<file path="src/rtl/ex_muldiv_if.sv">
// Handshake and operand bundle between the EX stage and the iterative mul/div unit.
interface ex_muldiv_if #(
  parameter int unsigned XLEN = 32
) ();
  logic            flush;
  logic            start;
  logic [2:0]      funct3;
  logic [XLEN-1:0] op_a;
  logic [XLEN-1:0] op_b;
  logic            stall;
  logic            busy;
  logic            done;
  logic [XLEN-1:0] result;

  modport master (
    output flush, start, funct3, op_a, op_b,
    input  stall, busy, done, result
  );

  modport slave (
    input  flush, start, funct3, op_a, op_b,
    output stall, busy, done, result
  );
endinterface

</file>
<file path="src/rtl/ex_muldiv.sv">
// Iterative RV32M multiply/divide unit: 32-step shift-add multiply, restoring divide.
// Define MULDIV_FAST_MUL_EN to resolve all multiplies in one cycle with a 33x33 multiplier.
module ex_muldiv #(
  parameter int unsigned XLEN = 32
) (
  input logic        clk,
  input logic        rst_n,
  ex_muldiv_if.slave bus
);

  typedef enum logic [1:0] {StIdle, StCalc, StDone} state_e;

  state_e            state_q, state_d;
  logic [4:0]        cnt_q, cnt_d;
  logic [2:0]        fn_q, fn_d;
  logic              neg_q, neg_d;    // product / quotient sign
  logic              rneg_q, rneg_d;  // remainder sign (dividend sign)
  logic [XLEN-1:0]   mag_q, mag_d;    // multiplicand or divisor magnitude
  logic [2*XLEN-1:0] acc_q, acc_d;
  logic [XLEN-1:0]   result_q, result_d;

  // Operand decode, used only in IDLE when a start is accepted
  logic            is_div, a_signed, b_signed, a_neg, b_neg;
  logic [XLEN-1:0] a_mag, b_mag;
  logic            div_zero, div_ovf, special;
  logic [XLEN-1:0] special_res;
  logic            fast_go;
  logic [XLEN-1:0] fast_res;

  always_comb begin
    is_div   = bus.funct3[2];
    a_signed = is_div ? ~bus.funct3[0] : (bus.funct3[1:0] != 2'b11);
    b_signed = is_div ? ~bus.funct3[0] : ~bus.funct3[1];
    a_neg    = a_signed & bus.op_a[XLEN-1];
    b_neg    = b_signed & bus.op_b[XLEN-1];
    a_mag    = a_neg ? -bus.op_a : bus.op_a;
    b_mag    = b_neg ? -bus.op_b : bus.op_b;
    div_zero = is_div & (bus.op_b == '0);
    div_ovf  = is_div & ~bus.funct3[0] & (bus.op_a == {1'b1, {(XLEN-1){1'b0}}}) &
               (bus.op_b == '1);
    special  = div_zero | div_ovf;
    if (div_zero) begin
      special_res = bus.funct3[1] ? bus.op_a : '1;
    end else begin
      special_res = bus.funct3[1] ? '0 : {1'b1, {(XLEN-1){1'b0}}};
    end
  end

`ifdef MULDIV_FAST_MUL_EN
  logic signed [2*XLEN+1:0] fast_prod;
  always_comb begin
    fast_prod = $signed({a_signed & bus.op_a[XLEN-1], bus.op_a}) *
                $signed({b_signed & bus.op_b[XLEN-1], bus.op_b});
    fast_go   = ~is_div;
    fast_res  = (bus.funct3[1:0] == 2'b00) ? fast_prod[XLEN-1:0] : fast_prod[2*XLEN-1:XLEN];
  end
`else
  always_comb begin
    fast_go  = 1'b0;
    fast_res = '0;
  end
`endif

  // One radix-2 step: acc holds {partial, multiplier} or {remainder, quotient}
  logic [XLEN:0]     mul_sum;
  logic [2*XLEN-1:0] mul_next, div_next, step_next, prod_signed;
  logic              div_ge;
  logic [XLEN-1:0]   div_sub, quot, rem, final_res;

  always_comb begin
    mul_sum  = {1'b0, acc_q[2*XLEN-1:XLEN]} + (acc_q[0] ? {1'b0, mag_q} : '0);
    mul_next = {mul_sum, acc_q[XLEN-1:1]};
    div_ge   = acc_q[2*XLEN-1:XLEN-1] >= {1'b0, mag_q};
    div_sub  = acc_q[2*XLEN-2:XLEN-1] - mag_q;
    div_next = div_ge ? {div_sub, acc_q[XLEN-2:0], 1'b1} : {acc_q[2*XLEN-2:0], 1'b0};
    step_next = fn_q[2] ? div_next : mul_next;

    prod_signed = neg_q ? -step_next : step_next;
    quot        = step_next[XLEN-1:0];
    rem         = step_next[2*XLEN-1:XLEN];
    if (fn_q[2]) begin
      if (fn_q[1]) final_res = rneg_q ? -rem : rem;
      else         final_res = neg_q ? -quot : quot;
    end else begin
      final_res = (fn_q[1:0] == 2'b00) ? prod_signed[XLEN-1:0] : prod_signed[2*XLEN-1:XLEN];
    end
  end

  always_comb begin
    state_d  = state_q;
    cnt_d    = cnt_q;
    fn_d     = fn_q;
    neg_d    = neg_q;
    rneg_d   = rneg_q;
    mag_d    = mag_q;
    acc_d    = acc_q;
    result_d = result_q;
    unique case (state_q)
      StIdle: begin
        if (bus.start && !bus.flush) begin
          fn_d   = bus.funct3;
          neg_d  = a_neg ^ b_neg;
          rneg_d = a_neg;
          mag_d  = is_div ? b_mag : a_mag;
          acc_d  = {{XLEN{1'b0}}, is_div ? a_mag : b_mag};
          cnt_d  = '0;
          if (special) begin
            result_d = special_res;
            state_d  = StDone;
          end else if (fast_go) begin
            result_d = fast_res;
            state_d  = StDone;
          end else begin
            state_d  = StCalc;
          end
        end
      end
      StCalc: begin
        acc_d = step_next;
        cnt_d = cnt_q + 5'd1;
        if (cnt_q == 5'd31) begin
          result_d = final_res;
          state_d  = StDone;
        end
      end
      StDone: state_d = StIdle;
      default: state_d = StIdle;
    endcase
    // Redirect kills the operation; the last completed result stays visible
    if (bus.flush) begin
      state_d  = StIdle;
      result_d = result_q;
    end
  end

  always_ff @(posedge clk or negedge rst_n) begin
    if (!rst_n) begin
      state_q  <= StIdle;
      cnt_q    <= '0;
      fn_q     <= '0;
      neg_q    <= 1'b0;
      rneg_q   <= 1'b0;
      mag_q    <= '0;
      acc_q    <= '0;
      result_q <= '0;
    end else begin
      state_q  <= state_d;
      cnt_q    <= cnt_d;
      fn_q     <= fn_d;
      neg_q    <= neg_d;
      rneg_q   <= rneg_d;
      mag_q    <= mag_d;
      acc_q    <= acc_d;
      result_q <= result_d;
    end
  end

  always_comb begin
    bus.stall  = ((state_q == StIdle) && bus.start && !bus.flush) || (state_q == StCalc);
    bus.busy   = (state_q == StCalc);
    bus.done   = (state_q == StDone);
    bus.result = result_q;
  end

endmodule

</file>
<file path="src/flat_wrapper.sv">
// flat-port wrapper written by rule: the top's interface ports become plain ports
module ex_muldiv_flat 
#(
  parameter int unsigned XLEN = 32
)
  (clk, rst_n, bus_flush, bus_start, bus_funct3, bus_op_a, bus_op_b, bus_stall, bus_busy, bus_done, bus_result);
  ex_muldiv_if #(.XLEN(XLEN)) bus_i ();
  input logic clk;
  input logic rst_n;
  input wire logic [$bits(bus_i.flush)-1:0] bus_flush;
  input wire logic [$bits(bus_i.start)-1:0] bus_start;
  input wire logic [$bits(bus_i.funct3)-1:0] bus_funct3;
  input wire logic [$bits(bus_i.op_a)-1:0] bus_op_a;
  input wire logic [$bits(bus_i.op_b)-1:0] bus_op_b;
  output wire logic [$bits(bus_i.stall)-1:0] bus_stall;
  output wire logic [$bits(bus_i.busy)-1:0] bus_busy;
  output wire logic [$bits(bus_i.done)-1:0] bus_done;
  output wire logic [$bits(bus_i.result)-1:0] bus_result;
  assign bus_i.flush = bus_flush;
  assign bus_i.start = bus_start;
  assign bus_i.funct3 = bus_funct3;
  assign bus_i.op_a = bus_op_a;
  assign bus_i.op_b = bus_op_b;
  assign bus_stall = bus_i.stall;
  assign bus_busy = bus_i.busy;
  assign bus_done = bus_i.done;
  assign bus_result = bus_i.result;
  ex_muldiv #(.XLEN(XLEN)) u_core (.clk(clk), .rst_n(rst_n), .bus(bus_i));
endmodule
</file>
<file path="config.mk">
export PLATFORM = sky130hd
export DESIGN_NAME = ex_muldiv_flat
export DESIGN_NICKNAME = d
export VERILOG_FILES = /design/src/rtl/ex_muldiv_if.sv /design/src/rtl/ex_muldiv.sv /design/src/flat_wrapper.sv
export SDC_FILE = /design/constraint.sdc
export NUM_CORES = 1
export LEC_CHECK = 0
export ABC_AREA = 1
export CAP_MARGIN = 20
export CELL_PAD_IN_SITES_DETAIL_PLACEMENT = 1
export CELL_PAD_IN_SITES_GLOBAL_PLACEMENT = 1
export CORE_MARGIN = 2
export CORE_UTILIZATION = 39
export DETAILED_ROUTE_END_ITERATION = 12
export MAX_ROUTING_LAYER = met4
export PLACE_DENSITY = 0.86
export SLEW_MARGIN = 15
export SYNTH_ARGS = -nofsm -noshare
export SYNTH_HDL_FRONTEND = slang
export SYNTH_SLANG_ARGS = --single-unit
</file>
<file path="constraint.sdc">
create_clock -name clk -period 3.6 [get_ports clk]
set_clock_uncertainty 0.2 [all_clocks]
set_input_delay 0.72 -clock clk [delete_from_list [all_inputs] [get_ports clk]]
set_output_delay 0.72 -clock clk [all_outputs]
set_load 0.02 [all_outputs]
</file>
==> results of run 1 <==
-- cells by family after synthesis --
logic type / share of synthesized area (%)
XOR/XNOR: 5.73
AND/OR/NAND/NOR: 40.6
AO/OA/AOI/OAI: 16.2
adder cells (fa/ha/maj): 5.23
buffers and inverters: 12.5
flip-flops: 19.7
-- through the flow --
stage | instance area, um2 | util, %
after detailed placement | 24200 | 53.5
after CTS | 26200 | 58.1
after global placement | 24200 | 53.5
after floorplan | 18100 | -
-- layer usage --
| metal | overflow | GRT usage, % |
|---|---|---|
| met5 | - | - |
| met4 | 5 | 67.8 |
| met3 | 0 | 45.7 |
| met2 | 7 | 91.0 |
| met1 | 0 | 68.0 |
-- what timing repair did --
action / in CTS
buffers inserted: 38
pin swaps: 70
cloned: 3
resized for setup: 306
setup endpoints to repair: 56
==> results_dict.tcl, run 1 <==
set metrics [dict create \
    synth_cells 3022 \
    synthArstFlopShare_pct 100 \
    die_x_um 217 \
    ys.flop_type "dfrtp_1" \
    cts_buffers 17 \
    placed_cells 4242 \
    antenna_found_initial 25 \
    synth_nets 3166 \
    track_usage_pct 69.7 \
    root_buffer "clkbuf_16" \
    cts_buffer_depth 2 \
    yosysWarningCount 0 \
    synth_cell_type_count 61 \
    grt.overflow.total 12 \
    dieHeight_um 217 \
    ys_seq_elements 140 \
    h-tree-depth 4 \
    yosys.area.top_type_share_pct 19.7 \
    io_buffers 105 \
    synthTopCellsByArea "dfrtp_1, nand2_1, inv_1, nor2_1, nand3_1" \
    stop_stage "global routing" \
    synth_area_leader_cell "dfrtp_1" \
    start_util_pct 39.3 \
    ios 106 \
    worst-ep-kind "register input" \
    hold_buffers 0 \
    ys_seq_area_share_pct 19.7 \
    syn-cell-area_um2 17700 \
    status "aborted with a tool error" \
    num_rows 78 \
    error_line "[ERROR GRT-0232] Routing congestion too high. Check the congestion heatmap in the GUI." \
    crit_endpoint "u_core.bus.result[26]$_DFFE_PN0P_/D" \
    hpwl_mm 91.0 \
    grt_max_degree 67 \
    avgSynthCellArea_um2 5.87 \
    synth_edf_count 0 \
    synth.top_cells.by_count "nand2_1, inv_1, nor2_1" \
    place_congestion 1.15 \
    synth_most_common_cell "nand2_1" \
    pre_cts_ws_ns -1.05 \
    cts.sinks 140 \
]
==> inputs of run 2 (changes only) <==
- CELL_PAD_IN_SITES_DETAIL_PLACEMENT: 1 -> unset
- CELL_PAD_IN_SITES_GLOBAL_PLACEMENT: 1 -> unset
- CORE_UTILIZATION: 39 -> 25
- MAX_ROUTING_LAYER: met4 -> unset
- PLACE_DENSITY: 0.86 -> unset
- PLACE_DENSITY_LB_ADDON: unset -> 0.15
- clock period: 3.6 -> 4.7 ns (I/O delays scaled with it)
==> results_dict.tcl, run 2 <==
set metrics [dict create \
    start_util_pct 25.3 \
    antenna_cells 0 \
    power_uw 20800 \
    synth_area_leader_cell "dfrtp_1" \
    placed_cells 4151 \
    synthTopCellsByArea "dfrtp_1, nand2_1, inv_1, nor2_1, nand3_1" \
    final_max_slew_viol_count 0 \
    synth_cells 3022 \
    syn-cell-area_um2 17700 \
    peakVddDrop_v 0.000435 \
    final-setup-viol-count 0 \
    path_clk_slew_ns 0.08 \
    fmax_mhz 223 \
    cts_buffer_depth 2 \
    ys_seq_elements 140 \
    synth.top_cells.by_count "nand2_1, inv_1, nor2_1" \
    synth_edf_count 0 \
    finalCritPeriodShare_pct 95.5 \
    hpwl_mm 79.6 \
    stdcell_count 4187 \
    synth_most_common_cell "nand2_1" \
    multi_input_area_um2 12200 \
    hold_class "register to register" \
    totalWireLength_mm 96.2 \
    final-seq-area_um2 3510 \
    ios 106 \
    yosysWarningCount 0 \
    worstPathRequired_ns 4.92 \
    r2r_cells 29 \
    grt_max_degree 82 \
    insertion_delay_ns 0.50 \
    cpMaxStageDelayCell "dfrtp_1" \
    viasPerCell 5.03 \
    ys_seq_area_share_pct 19.7 \
    drv_cap 0 \
    synth_xor_area_share_pct 5.73 \
    final_common_cell "nand2_1" \
    slew_headroom_pct 36.7 \
    setup_tns_ns 0 \
    critPathLaunchType "register" \
    mostFrequentLayoutCells "nand2_1, inv_1, nor2_1" \
    wl_per_cell_um 23.0 \
    grt.overflow.total 0 \
    largest_register_ffs 64 \
    power.density_nw_per_um2 958 \
    dieHeight_um 270 \
    dr.first_iter.drc_count 1909 \
    hold_depth 1 \
    cts_buffers 17 \
    slowest_delay_ns 0.41 \
    status "finished clean" \
    cpMostUsedCell "nand2_1" \
    p_leak_uw 0.0109 \
    synth_top_family_by_area "simple AND/OR/NAND/NOR gates" \
    syn_to_final_growth_pct 22.6 \
    die_x_um 270 \
    nNetsFinal 3378 \
    regMostFlops "u_core.acc_q" \
    synth_cell_type_count 61 \
    root_buffer "clkbuf_16" \
    num_rows 97 \
    muxShareOfSynthArea_pct 0 \
    grt_pass1_vias 20295 \
    hold_violations 0 \
    holdWs_ns 0.273 \
    hold_buffers 0 \
    critPathCaptureType "register" \
    drive_gt1_share_pct 13.0 \
    core_area_um2 70100 \
    synth_nets 3166 \
    grt_pass1_wl_mm 140 \
    io_buffers 105 \
    cts_tree "yes" \
    finalCriticalPeriod_ns 4.49 \
    place_congestion 0.993 \
    track_usage_pct 26.0 \
    dr.pass1.iters 5 \
    worst_pin_slew_ns 0.949 \
    cts.sinks 140 \
    synth_adder_area_share_pct 5.23 \
    crit_type "register to register" \
    worstPathArrival_ns 4.70 \
    synth-simple-area-share_pct 40.6 \
    drtAntennaViolNets 0 \
    synthArstFlopShare_pct 100 \
    h-tree-depth 4 \
    fill_cells 7999 \
    via_count 21071 \
    antenna_found_initial 4 \
    path_max_fanout 7 \
    yosys.area.top_type_share_pct 19.7 \
    synth_compound_area_share_pct 16.2 \
    die-area_um2 73100 \
    rsz0062_at_grt "false" \
    ys.flop_type "dfrtp_1" \
    drc 0 \
    avgSynthCellArea_um2 5.87 \
]
-- run 2: area by class of cell --
cell class	instances	area share (%)
sequential	140	16.1
clock buffer	17	1.96
multi-input combinational	2327	55.8
timing repair buffer	305	12.1
inverter	443	7.65
tap	940	5.41
clock inverter	15	0.909
-- run 2: worst paths after layout --
check | start | to | slack, ns
max | u_core.mag_q[10] | u_core.bus.result[18] | 0.21
min in group asynchronous | rst_n | u_core.bus.result[30] | 0.31
min reg2reg | u_core.cnt_q[3] | u_core.cnt_q[3] | 0.27
max reg2reg | u_core.mag_q[10] | u_core.bus.result[18] | 0.21
max in group asynchronous | rst_n | u_core.acc_q[57] | 2.96
min | u_core.cnt_q[3] | u_core.cnt_q[3] | 0.27
-- run 2: per-stage QoR --
| stage | setup WS (ns) | cell area, um2 | utilization [%] |
|---|---|---|---|
| floorplan | 0.830 | 17700 | - |
| finish | 0.213 | 21800 | 31.0 |
| global placement | 0.00739 | 21000 | 29.9 |
| detailed placement | -0.121 | 21000 | 29.9 |
| global route | 0.00742 | 21800 | 31.0 |
| CTS | 0.203 | 21600 | 30.8 |
-- run 2: where the power goes --
part	switching, uW	internal, uW
clock network	732	768
registers	543	1740
logic	11500	5600
total	12700	8110
-- run 2: cells by family after synthesis --
family	Yosys count
buffers and inverters	555
DFF	140
AOI/OAI and AO/OA	494
xor gates and xnor gates	116
and+or+nand+nor	1644
adders and majority gates	73
-- run 2: timing repair --
| action | 4_1_cts | 5_1_grt |
|---|---|---|
| gates resized for setup | 0 | 34 |
| buffers inserted | 0 | 2 |
| setup endpoints to repair | 0 | 25 |
-- run 2: metal layers --
layer	GRT usage [%]	share of wire [%]	wire length, um	vias up
met5	0	0.014	13	-
met2	42.7	47	44700	824
met1	34.1	43	41400	9952
met3	3.49	6.3	6090	129
met4	10.5	4.1	3960	2
li1	-	-	-	10164
-- run 2: worst max-delay path: cells and delay by family, from the launching register on --
kind	cells	cell delay [ns]
adders and majority gates	2	0.49
buffers and inverters	3	0.43
AOI/OAI and AO/OA	3	0.55
DFF	1	0.41
and+or+nand+nor	21	2.27
Note: power is estimated with default switching activity, not from simulation.
